File: src/rtl/csa64_seq_pkg.sv
// csa64_seq_pkg: shared state encoding and defaults for the csa64 op sequencer
package csa64_seq_pkg;
  localparam int WIDTH_DEF = 64;
  localparam int TIMEOUT_DEF = 255;
  localparam int CTR_W = 8;
  typedef enum logic [1:0] {IDLE, ISSUE, WAIT, RESP} state_t;
endpackage

File: src/rtl/csa64_timeout_ctr.sv
// csa64_timeout_ctr: clearable wait-cycle counter with terminal-count flag
module csa64_timeout_ctr import csa64_seq_pkg::*; #(
  parameter int TIMEOUT = TIMEOUT_DEF
) (
  input  logic clock,
  input  logic reset,
  input  logic clear,
  input  logic enable,
  output logic tc
);
  logic [CTR_W-1:0] count;
  always_ff @(posedge clock or posedge reset)
    if (reset) count <= '0;
    else if (clear) count <= '0;
    else if (enable) count <= count + CTR_W'(1);
  assign tc = count == CTR_W'(TIMEOUT);
endmodule

File: src/rtl/csa64_op_sequencer.sv
// csa64_op_sequencer: request/response front end driving the adder start/complete handshake
module csa64_op_sequencer import csa64_seq_pkg::*; #(
  parameter int WIDTH = WIDTH_DEF,
  parameter int TIMEOUT = TIMEOUT_DEF
) (
  input  logic             clock,
  input  logic             reset,
  input  logic             req_valid,
  output logic             req_ready,
  input  logic [WIDTH-1:0] req_a,
  input  logic [WIDTH-1:0] req_b,
  input  logic             req_sub,
  input  logic             req_cin,
  output logic [WIDTH-1:0] ope1,
  output logic [WIDTH-1:0] ope2,
  output logic             Cin,
  output logic             add_sub,
  output logic             start,
  input  logic [WIDTH-1:0] sum,
  input  logic             cout,
  input  logic             complete,
  output logic             rsp_valid,
  input  logic             rsp_ready,
  output logic [WIDTH-1:0] rsp_sum,
  output logic             rsp_cout,
  output logic             rsp_ovf,
  output logic             rsp_err
);
  state_t state, nxt;
  logic acc, clr, en, tc, cap, tmo, b_msb, ovf;
  csa64_timeout_ctr #(.TIMEOUT(TIMEOUT)) u_ctr (
    .clock(clock), .reset(reset), .clear(clr), .enable(en), .tc(tc)
  );
  assign acc = req_valid & req_ready;
  assign b_msb = add_sub ^ ope2[WIDTH-1];
  assign ovf = (ope1[WIDTH-1] == b_msb) & (sum[WIDTH-1] != ope1[WIDTH-1]);
  always_comb begin
    nxt = state;
    clr = 1'b0;
    en = 1'b0;
    cap = 1'b0;
    tmo = 1'b0;
    case (state)
      IDLE: nxt = acc ? ISSUE : IDLE;
      ISSUE: begin
        clr = 1'b1;
        nxt = WAIT;
      end
      WAIT: begin
        en = 1'b1;
        cap = complete;
        tmo = ~complete & tc;
        nxt = (complete | tc) ? RESP : WAIT;
      end
      RESP: nxt = rsp_ready ? IDLE : RESP;
      default: nxt = IDLE;
    endcase
  end
  // every output is a flop loaded from the next state, so nothing combinational leaks out
  always_ff @(posedge clock or posedge reset)
    if (reset) begin
      state <= IDLE;
      req_ready <= 1'b0;
      start <= 1'b0;
      rsp_valid <= 1'b0;
      ope1 <= '0;
      ope2 <= '0;
      Cin <= 1'b0;
      add_sub <= 1'b0;
      rsp_sum <= '0;
      rsp_cout <= 1'b0;
      rsp_ovf <= 1'b0;
      rsp_err <= 1'b0;
    end else begin
      state <= nxt;
      req_ready <= nxt == IDLE;
      start <= (nxt == ISSUE) | (nxt == WAIT);
      rsp_valid <= nxt == RESP;
      if (acc) begin
        ope1 <= req_a;
        ope2 <= req_b;
        Cin <= req_cin;
        add_sub <= req_sub;
      end
      if (cap) begin
        rsp_sum <= sum;
        rsp_cout <= cout;
        rsp_ovf <= ovf;
        rsp_err <= 1'b0;
      end else if (tmo) begin
        rsp_sum <= '0;
        rsp_cout <= 1'b0;
        rsp_ovf <= 1'b0;
        rsp_err <= 1'b1;
      end
    end
endmodule

File: config.mk
export PLATFORM = sky130hd
export DESIGN_NAME = csa64_op_sequencer
export DESIGN_NICKNAME = d
export VERILOG_FILES = /design/src/rtl/csa64_seq_pkg.sv /design/src/rtl/csa64_timeout_ctr.sv /design/src/rtl/csa64_op_sequencer.sv
export SDC_FILE = /design/constraint.sdc
export NUM_CORES = 1
export LEC_CHECK = 0
export CAP_MARGIN = 10
export CORE_MARGIN = 5
export CORE_UTILIZATION = 37
export CTS_CLUSTER_DIAMETER = 200
export DETAILED_ROUTE_END_ITERATION = 7
export PLACE_DENSITY_LB_ADDON = 0.2
export SYNTH_ARGS = -nofsm -noshare
export SYNTH_HDL_FRONTEND = slang
export SYNTH_SLANG_ARGS = --single-unit
File: constraint.sdc
create_clock -name clock -period 7.5 [get_ports clock]
set_input_delay 1.875 -clock clock [delete_from_list [all_inputs] [get_ports clock]]
set_output_delay 1.875 -clock clock [all_outputs]
set_load 0.02 [all_outputs]
==> results by group, run 1 <==
Status
  – Status: complete, no violations

Global route
  – Overall routing resource usage: a little under a fifth
  – Largest net degree at the start of global routing: about 130
  – First-pass GRT wire length: roughly 38 mm
  – Number of global-route vias before repair: roughly 6400
  – Initial antenna violation count: 1
  – GR Overflow Total: 0

Logic synthesis
  – Post-synth top flop: dfrtp_1
  – Sequential area share after synthesis: 64.1%
  – Flops & latches, synth: 210
  – YS warnings: 0
  – Cells after Synth: between 600 and 700
  – Syn avg cell area: between 10 and 15 um2
  – Post-synth EDFFs: 0
  – Asr flop ratio synth: 100%
  – Syn Nets: about 840
  – Synth cell types: 37
  – Mapped Area: roughly 8200 um2

Placed design
  – Input/output buffers: around 400
  – Placement Setup Slack: 3.12 ns
  – GPL Wtd Cong: 0.754
  – DP HPWL: between 15 and 20 mm

Detailed routing
  – DR WL/cell: 18.5 um
  – Post-DRT Antenna Nets: 0
  – Routed vias/inst: ~4.7
  – Vias: slightly above 6000
  – Residual DRC: 0
  – DR iter-0 viols: between 200 and 250
  – Pre-antenna DRT Iters: 5
  – Final WL: approximately 24 mm

CTS
  – Clk Latency, worst-skew pair: between 0.5 and 0.6 ns
  – Postcts setup bufs: 0
  – Maximum root-to-sink buffer count: 3
  – Root Buffer: clkbuf_16
  – CTS Buf Count: 23
  – Reg clk slew, reported paths: about 0.06 ns
  – CTS tree: yes
  – Resize count post-CTS: 0
  – Clock sinks: 210
  – H-tree level count: 1
  – Hold_buf cts: 0

Floorplan
  – Core area: approximately 22000 um2
  – Die Area: 25200 um2
  – DIE WIDTH: between 150 and 200 um
  – DIE HEIGHT: roughly 160 um
  – Num rows: 54
  – I/O pins: 400
  – Initial Utilization: a little under two fifths

Layout
  – Final nets: ~1200
  – Share of cells above drive strength 1: between 10% and 20%
  – Area Overhead vs Synth: 60.4%

Timing
  – Worst setup margin: 3.63 ns
  – Slew @ Worst Pin: 1.07 ns
  – Final worst-path cycle share: 51.6%
  – RSZ-0062 raised after global routing: false
  – Clock Skews: 0.0148 ns
  – Fin Setup TNS: 0 ns
  – Slew Viols, Final: 0
  – Max-slew headroom: around 29%
  – Final setup viols: 0
  – Hold Vio Cnt, Final: 0
  – Max Clock Freq: between 0.2 and 0.3 GHz
  – Post-layout min period: slightly below 4 ns

Setup path
  – CP max FO: 84
  – Crit-path leading delay family: buffers and inverters
  – Setup slack, reg-to-reg: 5.03 ns
  – Crit-path cells: clkdlybuf4s50_1 > nand2_4 > buf_4 > mux2_2
  – Req. time, crit path: roughly 7.9 ns
  – Worst setup path endpoint: ope1[57]
  – WS Path Type: in2reg
  – Slowest CP cell: buf_4
  – CP Depth: 4
  – Max incr delay on CP: roughly 0.9 ns
  – CP startpoint kind: input port
  – FF-to-FF End: ope1[57]
  – Bufs and invs on worst path: 2
  – Register-to-Register Path Depth: 3
  – Crit. End Element: flop
  – Reg2reg start: req_ready
  – Worst EP arrival: between 4 and 5 ns
  – Crit path from: req_valid

Power and ir drop
  – Peak VDD IR: approximately 0.00022 V
  – PwrDens: 455 nW/um2
  – LEAKAGE: approximately 5.6 nW

Job
  – Max cap viols: 0

Min path
  – Hold crit path type: reg2reg
## power by group
group          switching, mW  internal [mW]  total (mW)  leakage (nW)
Sequential             0.303           1.70        2.00          2.52
Clock                  0.438          0.643        1.08         0.358
Combinational           1.43           1.46        2.90          2.68
Total                   2.17           3.80        5.98          5.56
## how the worst min path moves through the flow
stage,startpoint,end,slack [ns],cells past startpoint
after floorplan,u_ctr.count[0],u_ctr.count[0],0.50,1
after global placement,rsp_err,rsp_err,0.48,1
after detailed placement,ope2[39],ope2[39],0.49,1
after CTS,ope2[39],ope2[39],0.50,1
after global routing,ope1[21],ope1[21],0.51,1
final,ope2[39],ope2[39],0.50,1
## layer usage
metal | track usage, % | part of all wire, % | vias to the layer above
met4 | 4.50 | 1.8 | 0
met2 | 31.2 | 49 | 267
met3 | 7.21 | 10 | 33
met1 | 22.8 | 39 | 2962
met5 | 0 | 0 | -
li1 | - | - | 2942
## area by class of cell
type / count / area (um2)
antenna: 1 / 2.50
tap: 280 / 350
clock buffer: 32 / 659
timing repair buffer: 405 / 4050
inverter: 9 / 37.5
sequential: 210 / 5260
multi-input combinational: 381 / 2730
clock inverter: 6 / 58.8
fill: 1742 / 8680
## Yosys cell counts (all sizes together) (2+ instances only)
cell type,count,share of area (%)
nor2,2,0.092
mux2i,4,0.49
nand2b,2,0.15
o211ai,2,0.18
o311ai,2,0.21
o21ai,65,4.0
nand2,135,6.2
mux2,130,18
ha,7,1.1
dfrtp,210,64
buf,23,1.6
o22ai,4,0.31
clkbuf,14,0.72
nor2b,7,0.53
a21oi,2,0.12
inv,9,0.41
nand3,4,0.24
## worst reg2reg max path, stage by stage (launching register included)
cell	delay, ns
dfrtp_1	0.42
nand2_4	0.50
buf_4	0.92
mux2_2	0.50
## metrics by stage
step | cell area, um2 | util (%) | hold WS [ns] | cells | total power [mW]
2_1_floorplan | 8200 | - | 0.497 | 637 | 3.48
3_3_place_gp | 12400 | 56.9 | 0.476 | 1285 | 4.90
3_5_place_dp | 12400 | 56.9 | 0.491 | 1285 | 4.95
4_1_cts | 13100 | 60.2 | 0.504 | 1323 | 6.06
5_1_grt | 13100 | 60.2 | 0.511 | 1324 | 6.32
6_report | 13100 | 60.2 | 0.501 | 1324 | 5.98
## registers in the layout, summed over array words and instances (netlist names)
register,cells
ope2,64
Cin,1
ope1,64
rsp_ovf,1
rsp_cout,1
u_ctr.count,8
rsp_sum,64
req_ready,1
rsp_valid,1
start,1
state,2
rsp_err,1
add_sub,1
## layout by cell type (no fill, tap or decap), types with 2 or more instances in the layout
cell             instances
nor2b_1                  7
a21oi_1                  2
o22ai_1                  4
nand2b_1                 2
nand3_1                  4
clkbuf_8                 5
nor2_1                   2
mux2i_1                  4
clkbuf_16               23
buf_4                    5
dfrtp_1                210
clkdlybuf4s50_1        399
nand2_1                133
o211ai_1                 2
ha_1                     7
mux2_2                 130
clkbuf_1                 4
inv_1                    8
o21ai_0                 65
clkinv_2                 4
## cells by family after synthesis
group,count (synthesis),share of synthesized area [%]
adder cells (fa/ha/maj),7,1.07
multiplexers,134,18.4
AO/OA/AOI/OAI,81,5.45
XOR/XNOR,1,0.107
flip-flops,210,64.1
buffers and inverters,46,2.69
AND/OR/NAND/NOR,158,8.19
(Power assumes the default switching activity.)
==> inputs of run 2 (changes only) <==
==> constraint.sdc (replaced) <==
create_clock -name clock -period 3.3 [get_ports clock]
set_input_delay 0.825 -clock clock [delete_from_list [all_inputs] [get_ports clock]]
set_output_delay 0.825 -clock clock [all_outputs]
set_load 0.02 [all_outputs]
==> results by group, run 2 (same netlist as run 1, synthesis figures left out) <==
Timing
  – Final setup viols: 0 (unchanged)
  – Slew Viols, Final: 0 (unchanged)
  – RSZ-0062 raised after global routing: false
  – Final worst-path cycle share: 72.6%
  – Max-slew headroom: 54.7% (+26 points)
  – Clock Skews: 0.00367 ns (-0.0111 ns)
  – Max Clock Freq: ~0.42 GHz
  – Slew @ Worst Pin: 0.680 ns (-0.391 ns)
  – Hold Slack: 0.502 ns (+0.000451 ns)
  – Fin Setup TNS: 0 ns (unchanged)
  – Post-layout min period: approximately 2.4 ns
  – Hold Vio Cnt, Final: 0 (unchanged)

Power and ir drop
  – Peak VDD IR: 0.000454 V (+100%)
  – PwrDens: 1040 nW/um2 (+130%)
  – LEAKAGE: 5.64 nW (+1.4%)

Detailed routing
  – Vias: 6261 (+0.92%)
  – Pre-antenna DRT Iters: 4 (-1)
  – Residual DRC: 0 (unchanged)
  – Post-DRT Antenna Nets: 0 (unchanged)
  – Routed vias/inst: 4.69 (+0.16%)
  – DR iter-0 viols: 327 (+31%)
  – DR WL/cell: 18.7 um (+1.4%)
  – Final WL: 25.0 mm (+2.1%)

Layout
  – Share of cells above drive strength 1: 17.4% (+0.25 points)
  – Area Overhead vs Synth: 62.7%
  – Final instance area: 13300 um2 (+1.4%)
  – Most frequent cells in the layout: 399 x clkdlybuf4s50_1, 210 x dfrtp_1, 133 x nand2_1, 130 x mux2_2, 65 x o21ai_0
  – Final nets: 1242 (+0.40%)
  – Most common cell after layout, fill and taps aside: clkdlybuf4s50_1
  – Top flop regs: ope1 x64, ope2 x64, rsp_sum x64

CTS
  – Postcts setup bufs: 0 (unchanged)
  – H-tree level count: 1 (unchanged)
  – Resize count post-CTS: 0 (unchanged)
  – Reg clk slew, reported paths: 0.06 ns (about the same)
  – CTS tree: yes
  – Maximum root-to-sink buffer count: 3 (unchanged)
  – Clock sinks: 210 (unchanged)
  – CTS Buf Count: 24 (+4.3%)
  – Clk Latency, worst-skew pair: 0.50 ns (about the same)
  – Root Buffer: clkbuf_16
  – Hold_buf cts: 0 (unchanged)

Setup path
  – WS Path Type: reg2out
  – Bufs and invs on worst path: 1 (-1)
  – Reg2reg start: state[0]
  – Crit. End Element: output pin
  – FF-to-FF End: rsp_sum[55]
  – Crit path from: req_ready
  – CP startpoint kind: flop
  – Register-to-Register Path Depth: 6 (+3)
  – Setup slack, reg-to-reg: 1.30 ns (-3.73 ns)
  – Worst EP arrival: 1.57 ns (-2.67 ns)
  – CP Depth: 1 (-3)
  – Worst setup path endpoint: req_ready
  – Req. time, crit path: 2.47 ns (-5.41 ns)
  – Crit-path leading delay family: buffers and inverters
  – Max incr delay on CP: 0.64 ns (-0.27 ns)
  – CP max FO: 2 (-98%)
  – Slowest CP cell: clkdlybuf4s50_1
  – Crit-path cells: clkdlybuf4s50_1

Placed design
  – Input/output buffers: 399 (unchanged)
  – Placement Cell Area: 12500 um2 (+0.75%)
  – GPL Wtd Cong: 0.780 (+3.4%)
  – DP HPWL: 18.4 mm (+3.0%)

Floorplan
  – Initial Utilization: 37.5% (unchanged)
  – Num rows: 54 (unchanged)
  – I/O pins: 400 (unchanged)
  – DIE HEIGHT: 159 um (unchanged)
  – DIE WIDTH: 159 um (unchanged)
  – Core area: 21800 um2 (unchanged)
  – Die Area: 25200 um2 (unchanged)

Status
  – Status: complete, no violations

Global route
  – Largest net degree at the start of global routing: 82 (-36%)
  – Overall routing resource usage: 18.9% (+0.26 points)
  – GR Overflow Total: 0 (unchanged)
  – Number of global-route vias before repair: 6438 (+1.1%)
  – Initial antenna violation count: 3 (+2)
  – First-pass GRT wire length: 38.6 mm (+0.96%)

Job
  – Max cap viols: 0 (unchanged)

Min path
  – Hold crit path type: reg2reg
## run 2: metrics by stage
step / setup WS (ns) / utilization (%) / power, mW / std cells
global placement: 0.817 / 57.4 / 11.2 / 1289
detailed placement: 0.804 / 57.4 / 11.3 / 1289
floorplan: -0.253 / - / 7.91 / 637
global route: 0.851 / 61.1 / 14.7 / 1334
finish: 0.905 / 61.1 / 13.9 / 1334
CTS: 0.859 / 61.0 / 14.1 / 1331
## run 2: final cells by class
type	instances	area [um2]
multi-input cells	381	2730
fillers	1738	8500
clock inverters	3	65.1
inverters	9	37.5
clock buffers	39	738
repair buffers	409	4140
flip-flops and latches	210	5260
well taps	280	350
diodes	3	7.51
## run 2: power by group
group	total [mW]	internal, mW	switching (mW)	leakage [nW]
registers	4.55	3.86	0.689	2.52
clock network	2.67	1.67	0.995	0.393
logic	6.65	3.36	3.28	2.73
## run 2: how the worst min path moves through the flow
stage / start / endpoint / slack (ns) / depth (start not counted)
after floorplan: u_ctr.count[0] / u_ctr.count[0] / 0.50 / 1
after global placement: rsp_err / rsp_err / 0.47 / 1
after detailed placement: ope1[57] / ope1[57] / 0.49 / 1
after CTS: ope1[32] / ope1[32] / 0.50 / 1
after global routing: ope1[1] / ope1[1] / 0.51 / 1
final: Cin / Cin / 0.50 / 1
## run 2: layer usage
| layer | up-vias | part of all wire, % | GRT usage (%) |
|---|---|---|---|
| met2 | 262 | 48 | 31.6 |
| li1 | 2949 | - | - |
| met3 | 49 | 9.9 | 7.18 |
| met1 | 3001 | 39 | 22.6 |
| met4 | 0 | 2.9 | 5.87 |
| met5 | - | 0 | 0 |
==> inputs of run 3 (changes only) <==
==> constraint.sdc (replaced) <==
create_clock -name clock -period 2 [get_ports clock]
set_input_delay 0.5 -clock clock [delete_from_list [all_inputs] [get_ports clock]]
set_output_delay 0.5 -clock clock [all_outputs]
set_load 0.02 [all_outputs]
==> results by group, run 3 (same netlist as run 1, synthesis figures left out) <==
Timing
  – Final worst-path cycle share: between 90% and 100%
  – Max Clock Freq: ~0.51 GHz
  – Hold Vio Cnt, Final: 0 (unchanged)
  – Final setup viols: 0 (unchanged)
  – Post-layout min period: between 1.5 and 2 ns
  – Worst setup margin: 0.0352 ns (-0.870 ns)
  – Fin Setup TNS: 0 ns (unchanged)
  – Max-slew headroom: 77.9% (+23 points)
  – RSZ-0062 raised after global routing: false
  – Slew @ Worst Pin: 0.327 ns (-0.353 ns)
  – Slew Viols, Final: 0 (unchanged)
  – Clock Skews: 0.00925 ns (+0.00558 ns)

Power and ir drop
  – Comb pwr share: 47.6% (-0.4 points)
  – Switch Pwr: 8.16 mW (+64%)
  – Sw frac: 37.0% (+1.1 points)
  – Clock power frac: 18.6% (-0.6 points)
  – P_int: 13.9 mW (+56%)
  – Total power: 22.1 mW (+59%)
  – Peak VDD IR: 0.00102 V (+120%)
  – Seq pwr share: 33.8% (+1.0 points)
  – LEAKAGE: 6.59 nW (+17%)
  – PwrDens: 1630 nW/um2 (+57%)

Global route
  – Met3 Use GR: 6.92% (-0.26 points)
  – Met2 usage: 33.1% (+1.5 points)
  – Overall routing resource usage: 19.0% (+0.11 points)
  – Initial antenna violation count: 1 (-2)
  – Met1 usage: 22.4% (-0.25 points)
  – Largest net degree at the start of global routing: 69 (-16%)
  – Number of global-route vias before repair: 6688 (+3.9%)
  – Gr busiest metal: met2
  – First-pass GRT wire length: 39.1 mm (+1.5%)
  – GR Overflow Total: 0 (unchanged)

Setup path
  – Crit-path cells: clkdlybuf4s50_1
  – Bufs and invs on worst path: 1 (unchanged)
  – CP max FO: 2 (unchanged)
  – Crit-path leading delay family: buffers and inverters
  – Crit. End Element: output pin
  – Max incr delay on CP: 0.61 ns (-0.03 ns)
  – Worst EP arrival: 1.46 ns (-0.11 ns)
  – Req. time, crit path: 1.50 ns (-0.97 ns)
  – CP startpoint kind: flop
  – Slowest CP cell: clkdlybuf4s50_1
  – WS Path Type: reg2out

Layout
  – Final nets: 1257 (+1.2%)
  – Final instance area: 13500 um2 (+1.5%)
  – Fillers: 1775 (+2.1%)
  – Area Overhead vs Synth: 65.1%
  – Most frequent cells in the layout: 263 x clkdlybuf4s50_1, 210 x dfrtp_1, 133 x nand2_1, 130 x mux2_2, 70 x dlymetal6s2s_1
  – Area of the multi-input gates: 2730 um2 (unchanged)
  – Most common cell after layout, fill and taps aside: clkdlybuf4s50_1
  – Register area: 5260 um2 (unchanged)
  – Share of cells above drive strength 1: 18.6% (+1.2 points)
  – Core Util, Final: 62.0% (+0.93 points)
  – Top flop regs: ope1 x64, ope2 x64, rsp_sum x64

Detailed routing
  – Routed vias/inst: 4.74 (+1.0%)
  – DR WL/cell: 18.5 um (-1.2%)
  – Final WL: 24.9 mm (-0.20%)
  – DR iter-0 viols: 242 (-26%)
  – Post-DRT Antenna Nets: 0 (unchanged)
  – Vias: 6387 (+2.0%)
  – Pre-antenna DRT Iters: 4 (unchanged)
  – Residual DRC: 0 (unchanged)

CTS
  – Reg clk slew, reported paths: 0.06 ns (about the same)
  – CTS tree: yes
  – Resize count post-CTS: 66 (+66)
  – Root Buffer: clkbuf_16
  – Clk Latency, worst-skew pair: 0.50 ns (about the same)
  – Postcts setup bufs: 0 (unchanged)
  – CTS Buf Count: 23 (-4.2%)
  – Maximum root-to-sink buffer count: 3 (unchanged)
  – Clock sinks: 210 (unchanged)
  – Hold_buf cts: 0 (unchanged)
  – H-tree level count: 1 (unchanged)

Floorplan
  – DIE HEIGHT: 159 um (unchanged)
  – Num rows: 54 (unchanged)
  – Die Area: 25200 um2 (unchanged)
  – Initial Utilization: 37.5% (unchanged)
  – I/O pins: 400 (unchanged)
  – DIE WIDTH: 159 um (unchanged)
  – Core area: 21800 um2 (unchanged)

Placed design
  – GPL Wtd Cong: 0.779 (about the same)
  – DP HPWL: 18.9 mm (+2.9%)
  – Input/output buffers: 399 (unchanged)
  – Placement Setup Slack: 0.0244 ns (-0.780 ns)
  – Placement Cell Area: 12700 um2 (+1.5%)

Min path
  – Hold crit path type: in2async

Job
  – Max cap viols: 0 (unchanged)

Status
  – Status: complete, no violations
run 3: changes by cell type in the layout (fill, tap and decap cells not counted), sizes merged:
cell | previous run | this run
clkdlybuf4s50 | 399 | 263
clkinv | 1 | 2
inv | 8 | 9
dlymetal6s2s | 0 | 70
dlygate4sd2 | 0 | 66
buf | 10 | 26
diode | 3 | 1
clkbuf | 39 | 37
bufinv | 2 | 1
run 3: final timing paths:
| kind | endpoint | slack (ns) | cells after the start | startpoint |
|---|---|---|---|---|
| max | ope1[10] | 0.04 | 1 | ope1[10] |
| max reg2reg | start | 0.24 | 5 | state[0] |
| min reg2reg | rsp_err | 0.49 | 1 | rsp_err |
| min in group clock | rsp_err | 0.49 | 1 | rsp_err |
| min | rsp_ovf | 0.39 | 3 | reset |
| max in group asynchronous | ope1[11] | 1.06 | 4 | reset |
run 3: cell type report:
| class | count | area share [%] |
|---|---|---|
| sequential | 210 | 38.8 |
| multi-input combinational | 381 | 20.2 |
| clock buffer | 37 | 5.09 |
| clock inverter | 4 | 0.361 |
| timing repair buffer | 425 | 32.7 |
| tap | 280 | 2.59 |
| inverter | 9 | 0.277 |
| antenna | 1 | 0.0185 |
run 3: layer usage:
metal	part of all wire (%)	up-vias
met5	0	-
met4	2.1	0
met3	9.4	40
met2	50	264
met1	39	3094
li1	-	2989
run 3: power by group through the flow:
| stage | Clock (mW) | Sequential, mW | Combinational (mW) |
|---|---|---|---|
| finish | 4.11 | 7.46 | 10.5 |
| global route | 4.40 | 7.74 | 11.2 |
| CTS | 4.24 | 7.52 | 10.8 |
| detailed placement | 0 | 7.60 | 11.2 |
| global placement | 0 | 7.51 | 11.1 |
| floorplan | 0 | 9.97 | 3.08 |
run 3: worst reg2reg max path, delay by kind of cell (launching register included):
kind / cells / cell delay (ns)
DFF: 1 / 0.41
buffers and inverters: 1 / 0.08
AOI/OAI and AO/OA: 1 / 0.36
adders and majority gates: 2 / 0.55
and+or+nand+nor: 1 / 0.25
run 3: per-stage QoR:
step / hold WS [ns] / std cells
final: 0.394 / 1347
after global routing: 0.392 / 1347
after CTS: 0.372 / 1346
after detailed placement: 0.479 / 1305
after global placement: 0.475 / 1305
after floorplan: 0.497 / 637
